===== src/rtl/gnn_result_collector.sv =====
// Host-side collector for the GNN core outputs: latches each result on its first ready flag,
// streams the full set over a valid/ready port, then idles the core for a fixed gap.
module gnn_result_collector #(
   parameter int unsigned OUT_W      = 21,
   parameter int unsigned N_RES      = 8,
   parameter int unsigned GAP_CYCLES = 5,
   parameter int unsigned TIMEOUT    = 64
) (
   input  logic                   clk,
   input  logic                   rst_n,
   input  logic                   start,
   output logic                   core_in_ready,
   input  logic [N_RES-1:0]       res_ready,
   input  logic [N_RES*OUT_W-1:0] res_data,
   output logic                   m_valid,
   input  logic                   m_ready,
   output logic [OUT_W-1:0]       m_data,
   output logic [2:0]             m_index,
   output logic                   m_last,
   output logic                   busy,
   output logic                   err_timeout
);

   localparam int unsigned TW = $clog2(TIMEOUT + 1);
   localparam int unsigned GW = $clog2(GAP_CYCLES + 1);
   localparam logic [TW-1:0] TO_VAL   = TW'(TIMEOUT);
   localparam logic [GW-1:0] GAP_LAST = GW'(GAP_CYCLES - 1);
   localparam logic [2:0]    LAST_IDX = 3'(N_RES - 1);

   typedef enum logic [1:0] {
      StIdle,
      StRun,
      StDrain,
      StGap
   } state_e;

   state_e                 state_q, state_d;
   logic                   cir_q, cir_d;
   logic                   err_q, err_d;
   logic [N_RES-1:0]       mask_q, mask_d;
   logic [OUT_W-1:0]       cap_q [N_RES];
   logic [OUT_W-1:0]       cap_d [N_RES];
   logic [2:0]             idx_q, idx_d;
   logic [TW-1:0]          tcnt_q, tcnt_d;
   logic [GW-1:0]          gcnt_q, gcnt_d;

   always_comb begin
      state_d = state_q;
      cir_d   = cir_q;
      err_d   = err_q;
      mask_d  = mask_q;
      cap_d   = cap_q;
      idx_d   = idx_q;
      tcnt_d  = tcnt_q;
      gcnt_d  = gcnt_q;

      unique case (state_q)
         StIdle: begin
            if (start) begin
               state_d = StRun;
               cir_d   = 1'b1;
               err_d   = 1'b0;
               mask_d  = '0;
               tcnt_d  = '0;
            end
         end

         StRun: begin
            // First sighting of each flag wins; later flag/data changes are ignored.
            for (int unsigned k = 0; k < N_RES; k++) begin
               if (res_ready[k] && !mask_q[k]) begin
                  cap_d[k]  = res_data[k*OUT_W +: OUT_W];
                  mask_d[k] = 1'b1;
               end
            end
            tcnt_d = tcnt_q + 1'b1;
            if (&mask_d) begin
               state_d = StDrain;
               idx_d   = '0;
            end else if (tcnt_d == TO_VAL) begin
               state_d = StGap;
               err_d   = 1'b1;
               cir_d   = 1'b0;
               gcnt_d  = '0;
            end
         end

         StDrain: begin
            if (m_ready) begin
               if (idx_q == LAST_IDX) begin
                  state_d = StGap;
                  cir_d   = 1'b0;
                  gcnt_d  = '0;
               end else begin
                  idx_d = idx_q + 1'b1;
               end
            end
         end

         StGap: begin
            gcnt_d = gcnt_q + 1'b1;
            if (gcnt_q == GAP_LAST) begin
               state_d = StIdle;
            end
         end

         default: begin
            state_d = StIdle;
            cir_d   = 1'b0;
         end
      endcase
   end

   always_ff @(posedge clk or negedge rst_n) begin
      if (!rst_n) begin
         state_q <= StIdle;
         cir_q   <= 1'b0;
         err_q   <= 1'b0;
         mask_q  <= '0;
         idx_q   <= '0;
         tcnt_q  <= '0;
         gcnt_q  <= '0;
         for (int unsigned k = 0; k < N_RES; k++) begin
            cap_q[k] <= '0;
         end
      end else begin
         state_q <= state_d;
         cir_q   <= cir_d;
         err_q   <= err_d;
         mask_q  <= mask_d;
         idx_q   <= idx_d;
         tcnt_q  <= tcnt_d;
         gcnt_q  <= gcnt_d;
         cap_q   <= cap_d;
      end
   end

   // Stream outputs decode straight from registered state, so reset clears them at once.
   always_comb begin
      m_valid       = (state_q == StDrain);
      m_data        = m_valid ? cap_q[idx_q] : '0;
      m_index       = m_valid ? idx_q : '0;
      m_last        = m_valid && (idx_q == LAST_IDX);
      busy          = (state_q != StIdle);
      core_in_ready = cir_q;
      err_timeout   = err_q;
   end

endmodule


===== config.mk =====
export PLATFORM = sky130hd
export DESIGN_NAME = gnn_result_collector
export DESIGN_NICKNAME = d
export VERILOG_FILES = /design/src/rtl/gnn_result_collector.sv
export SDC_FILE = /design/constraint.sdc
export NUM_CORES = 1
export LEC_CHECK = 0
export BUFFER_PORTS_ARGS = -buffer_cell sky130_fd_sc_hd__buf_2
export CAP_MARGIN = 20
export CORE_ASPECT_RATIO = 1.2
export CORE_MARGIN = 4
export CORE_UTILIZATION = 50
export DETAILED_ROUTE_END_ITERATION = 6
export PLACE_DENSITY = 0.75
export SLEW_MARGIN = 20
export SYNTH_ARGS = -nofsm -noshare
export SYNTH_HDL_FRONTEND = slang
export SYNTH_SLANG_ARGS = --single-unit

===== constraint.sdc =====
create_clock -name clk -period 2.5 [get_ports clk]
set_input_delay 0.25 -clock clk [delete_from_list [all_inputs] [get_ports clk]]
set_output_delay 0.25 -clock clk [all_outputs]
set_load 0.02 [all_outputs]

==> results of run 1 <==
[area by class of cell]
class | instances | area, µm² | area share, %
sequential | 193 | 4836 | 43.26
multi-input combinational | 399 | 4141 | 37.05
timing repair buffer | 233 | 1306 | 11.69
clock buffer | 19 | 452.9 | 4.052
tap | 220 | 275.3 | 2.463
clock inverter | 12 | 121.4 | 1.086
inverter | 8 | 30.03 | 0.2686
antenna | 6 | 15.01 | 0.1343
[layer usage]
layer | up-vias | GRT usage, % | routed length (µm)
li1 | 2808 | - | -
met1 | 3266 | 29.90 | 9755
met2 | 230 | 42.34 | 12990
met3 | 49 | 5.305 | 1217
met4 | 6 | 9.505 | 613
met5 | - | 0 | 29
[per-stage QoR]
| step | cell area [µm²] | total power, mW | hold slack [ns] | worst slack, ns | instances |
|---|---|---|---|---|---|
| 2_1_floorplan | 9158 | 9.490 | -0.04559 | 0.5014 | 641 |
| 3_3_place_gp | 10540 | 10.88 | 0.3185 | 0.3946 | 1051 |
| 3_5_place_dp | 10540 | 11.24 | 0.3291 | 0.2944 | 1051 |
| 4_1_cts | 11120 | 13.94 | 0.02441 | 0.01195 | 1083 |
| 5_1_grt | 11180 | 14.77 | 0.02375 | 0.03186 | 1090 |
| 6_report | 11180 | 13.94 | 0.03786 | 0.09878 | 1090 |
[report_power, final]
group	internal, mW	switching [mW]	leakage, nW	total [mW]
Clock	1.45	1.23	0.282	2.68
Sequential	4.66	0.869	2.32	5.53
Combinational	3.15	2.58	2.38	5.73
Total	9.26	4.68	4.99	13.9
[layout by cell type (no fill, tap or decap), drive strengths merged, types with 4 or more instances in the layout]
cell type and count:
a21oi 21, and2 5, buf 230, clkbuf 21, dfrtp 193, diode 6, ha 9, inv 15
mux2 169, mux2i 22, mux4 42, nand2 11, nand3 6, nand3b 8, nand4 7, nor2 18
nor2b 23, o211ai 4, o21ai 14, o22ai 4, o31a 4, o31ai 4
[critical path: stages, from the launching register on]
cell and delay (ns):
dfrtp_4 0.48, buf_16 0.22, mux4_2 0.54, mux2i_2 0.23, nor2b_1 0.08, buf_2 0.16
[state kept, by name, summed over array words and instances (netlist names)]
signal and cells:
cap_q 168, core_in_ready 1, err_timeout 1, gcnt_q 3, idx_q 3, mask_q 8, state_q 2, tcnt_q 7
[what timing repair did]
| action | 4_1_cts | 5_1_grt |
|---|---|---|
| endpoints found under the setup margin | 0 | 6 |
| hold endpoints to repair | 74 | 0 |
| gates resized for setup | 0 | 3 |
| hold buffers | 1 | 0 |
[worst max-delay path by stage]
stage	endpoint	slack (ns)	depth (start not counted)
after global routing	m_data[19]	0.03	5
after CTS	m_data[0]	0.01	5
after detailed placement	cap_q[136]$_DFFE_PN0P_	0.29	6
after floorplan	gcnt_q[1]$_DFFE_PN0P_	0.50	7
after global placement	cap_q[137]$_DFFE_PN0P_	0.39	6
final	m_data[0]	0.1	5
[kinds of logic (layout without fill, tap and decap cells)]
group,count (synthesis),count (layout)
AOI/OAI and AO/OA,64,64
adders and majority gates,9,9
other,0,6
buffers and inverters,49,272
DFF,193,193
and+or+nand+nor,93,93
muxes,233,233
==> results_dict.tcl, run 1 <==
set metrics [dict create \
    outcome "completed" \
    grt_pass1_vias 7112 \
    tritoncts "done" \
    setup_tns_ns 0 \
    ys.flop_type "dfrtp_1" \
    dieWidth_um 131.5 \
    synth_top_area_share_pct 52.74 \
    drv_slew 0 \
    first_pass_iters 5 \
    clock-skew-final_ns 0.01310 \
    cts_buffers 17 \
    synthSimpleGateAreaFrac_pct 5.889 \
    clk_path_buf_depth 2 \
    grt_setup_unrepaired "false" \
    netlist_top_cells_area "dfrtp_1, mux2_2, mux4_2, mux2i_1, nor2b_1" \
    r2r-end "cap_q[132]$_DFFE_PN0P_" \
    ys_seq_area_share_pct 52.74 \
    dieArea_mm2 0.02055 \
    p_leak_nw 4.988 \
    antenna_found_initial 8 \
    grt_use_total_pct 24.31 \
    synth_xor_area_share_pct 0 \
    routedWlPerCell_um 22.57 \
    power_density_mw_per_mm2 1247 \
    overflow 0 \
    synthToLayoutAreaGrowth_pct 22.07 \
    fmax_mhz 416.5 \
    critPathKind "reg2out" \
    synthArstFlopShare_pct 100.0 \
    ios 209 \
    syn_nets 830 \
    syn_area_mm2 0.009158 \
    synth-seq-cells 193 \
    fin_nets 1041 \
    clock_tree.root_cell "clkbuf_16" \
    hp-start "res_data[9]" \
    hp-class "in2reg" \
    htree_levels 4 \
    synth_compound_area_share_pct 4.550 \
    cts_setup_buffers 0 \
    fin_util_pct 62.90 \
    r2r-start "state_q[1]$_DFFE_PN0P_" \
    startpoint "idx_q[0]$_DFFE_PN0P_" \
    synth_top_area_cell "dfrtp_1" \
    finalCriticalPeriod_ns 2.401 \
    vias 6359 \
    syn_avg_cell_area_um2 14.29 \
    hold_path_depth 2 \
    yosys_warnings 0 \
    yosysMostFrequentCell "dfrtp_1" \
    period_share_pct 96.05 \
    port_buffers 208 \
    irDropWorstVdd_v 0.0006843 \
    grt_pass1_wl_mm 38.40 \
    synth_edf_count 0 \
    post_route_cells_drive_above_1_share_pct 56.25 \
    synthDistinctLibCells 46 \
    syn_inst 641 \
    synthTopCellsByCount "dfrtp_1, mux2_2, mux4_2" \
    drt_iter0_drc 351 \
    drc 0 \
    routed_wl_mm 24.61 \
    insertion_delay_ns 0.44 \
    path_clk_slew_ns 0.08 \
    rr_worst_depth 6 \
    startpoint_type "register" \
    synth_top_family_by_area "multiplexers" \
    hpwlAfterDp_mm 17.79 \
    die_y_um 156.3 \
    core_area_mm2 0.01777 \
    crit_fanout 18 \
    globalplace.congestion 0.8876 \
    synth_adder_area_share_pct 1.230 \
    vias_per_cell 5.834 \
    rrSetupSlack_ns 0.26 \
    fillCellCount 1383 \
    grt_max_degree 79 \
    synth.mux.area_fraction_pct 33.52 \
    hold_violations 0 \
    setup_violations 0 \
    min_to "cap_q[156]$_DFFE_PN0P_" \
    rows 53 \
    required_ns 2.25 \
    start_util_pct 51.53 \
    slew_headroom_pct 55.21 \
    crit_arrival_ns 2.15 \
    numClockSinks 193 \
    tightest_slew_ns 0.6718 \
    end_kind "output pin" \
    antenna_left 0 \
    max_cap_viol_count 0 \
]
Power figures use the tool's default switching activity.
==> inputs of run 2 (changes only) <==
Settings changed: CORE_UTILIZATION 50 to 54, PLACE_DENSITY 0.75 to 0.8.
==> run 2 against run 1 <==
Wire length down 0.44%. Register-to-register slack better by 0.15 ns. Sequential share of layout area up 0.21 points. Count of clock-buffer cells in the layout down 2. Clock skew down 0.0063 ns. Design area down 0.51%. Setup slack better by 0.042 ns. Cell count down 1.0%. Total power down 0.34%. Sequential power up 0.7%. Maximum frequency up 1.8%.
==> results_dict.tcl, run 2 (same netlist as run 1, synthesis figures left out) <==
set metrics [dict create \
    reg_top3 "cap_q x168, mask_q x8, tcnt_q x7" \
    irDropWorstVdd_v 0.0005834 \
    grt_max_degree 62 \
    grt_use_total_pct 26.22 \
    routedWlPerCell_um 22.70 \
    startpoint_type "register" \
    crit_arrival_ns 2.11 \
    clk_path_buf_depth 2 \
    setup_ws_ns 0.1407 \
    required_ns 2.25 \
    ios 209 \
    period_share_pct 94.37 \
    slew_headroom_pct 57.98 \
    max_cap_viol_count 0 \
    p_leak_nw 4.963 \
    port_buffers 208 \
    vias_per_cell 6.009 \
    power_density_mw_per_mm2 1249 \
    insertion_delay_ns 0.44 \
    setup_violations 0 \
    grt_pass1_wl_mm 38.07 \
    finalPower_mw 13.89 \
    antenna_found_initial 6 \
    dieWidth_um 126.9 \
    drv_slew 0 \
    rows 51 \
    outcome "completed" \
    clock_tree.root_cell "clkbuf_16" \
    clock-skew-final_ns 0.006771 \
    path_clk_slew_ns 0.08 \
    synthToLayoutAreaGrowth_pct 21.44 \
    largest_reg_flops 168 \
    numClockSinks 193 \
    grt_setup_unrepaired "false" \
    fmax_mhz 423.9 \
    hold_violations 0 \
    setup_tns_ns 0 \
    drc 0 \
    cts_setup_buffers 0 \
    routed_wl_mm 24.50 \
    hpwlAfterDp_mm 17.52 \
    vias 6484 \
    cts_buffers 17 \
    crit_fanout 25 \
    post_route_cells_drive_above_1_share_pct 55.87 \
    die_y_um 150.7 \
    dp_slack_ns 0.4813 \
    grt_pass1_vias 6948 \
    finalCriticalPeriod_ns 2.359 \
    tightest_slew_ns 0.6303 \
    first_pass_iters 5 \
    antenna_left 0 \
    dieArea_mm2 0.01912 \
    critPathKind "reg2out" \
    regMostFlops "cap_q" \
    drt_iter0_drc 440 \
    start_util_pct 55.62 \
    fin_nets 1037 \
    globalplace.congestion 0.8804 \
    end_kind "output pin" \
    overflow 0 \
    layout_commonest_cell "buf_2" \
    core_area_mm2 0.01646 \
    htree_levels 4 \
    final_cell_mix "buf_2, dfrtp_1, mux2_2" \
    hp-class "in2reg" \
    tritoncts "done" \
]
[run 2: changes by cell type in the layout (fill, tap and decap cells not counted), moves of 2 or more]
cell and change:
clkbuf_8 -2, clkinv_4 -2, buf_4 -3, inv_6 -2
inv_8 +8
[run 2: final cells by class]
cell class,instances,area (µm²)
well taps,212,265.3
repair buffers,229,1255
fillers,1179,5343
flip-flops and latches,193,4835
diodes,6,15.01
clock buffers,17,425.4
multi-input cells,399,4138
clock inverters,15,157.7
inverters,8,30.03
[run 2: through the flow]
step           utilization (%)  instances  hold slack (ns)  cell area, µm²
2_1_floorplan                -        641         -0.04559            9158
3_3_place_gp             63.81       1040           0.2497           10510
3_5_place_dp             63.81       1040           0.2564           10510
4_1_cts                  67.43       1073          0.02192           11100
5_1_grt                  67.53       1078          0.02624           11120
6_report                 67.55       1079          0.03691           11120
[run 2: worst max-delay path, cell delays in order (launching register included)]
cell and delay [ns]:
dfrtp_4 0.45, buf_12 0.23, mux4_2 0.57, mux2i_1 0.14, nor2b_1 0.08, buf_2 0.16
[run 2: worst paths after layout]
check | startpoint | to | slack, ns | depth (start not counted)
setup / recovery | idx_q[0]$_DFFE_PN0P_ | m_data[1] | 0.14 | 5
hold / removal | res_data[140] | cap_q[35]$_DFFE_PN0P_ | 0.04 | 2
setup reg to reg | tcnt_q[2]$_DFFE_PN0P_ | state_q[1]$_DFFE_PN0P_ | 0.41 | 5
hold reg to reg | cap_q[41]$_DFFE_PN0P_ | cap_q[41]$_DFFE_PN0P_ | 0.51 | 1
max in group asynchronous | rst_n | gcnt_q[2]$_DFFE_PN0P_ | 1.42 | 3
min in group asynchronous | rst_n | cap_q[119]$_DFFE_PN0P_ | 0.34 | 2
[run 2: repair_timing]
| item | CTS | global route |
|---|---|---|
| endpoints found under the hold margin | 56 | 0 |
| gates resized for setup | 1 | 1 |
| hold buffers | 1 | 0 |
| setup endpoints to repair | 3 | 1 |
[run 2: power by group]
part / total, mW / internal [mW] / switching [mW]
clock: 2.70 / 1.35 / 1.35
sequential: 5.57 / 4.66 / 0.909
combinational: 5.62 / 3.09 / 2.53
total: 13.9 / 9.10 / 4.79
[run 2: layer usage]
metal / wire length [µm] / GRT usage, % / vias to the layer above
li1: - / - / 2798
met1: 9515 / 33.05 / 3333
met2: 12680 / 44.31 / 288
met3: 1495 / 5.962 / 63
met4: 790 / 10.19 / 2
met5: 12 / 0 / -
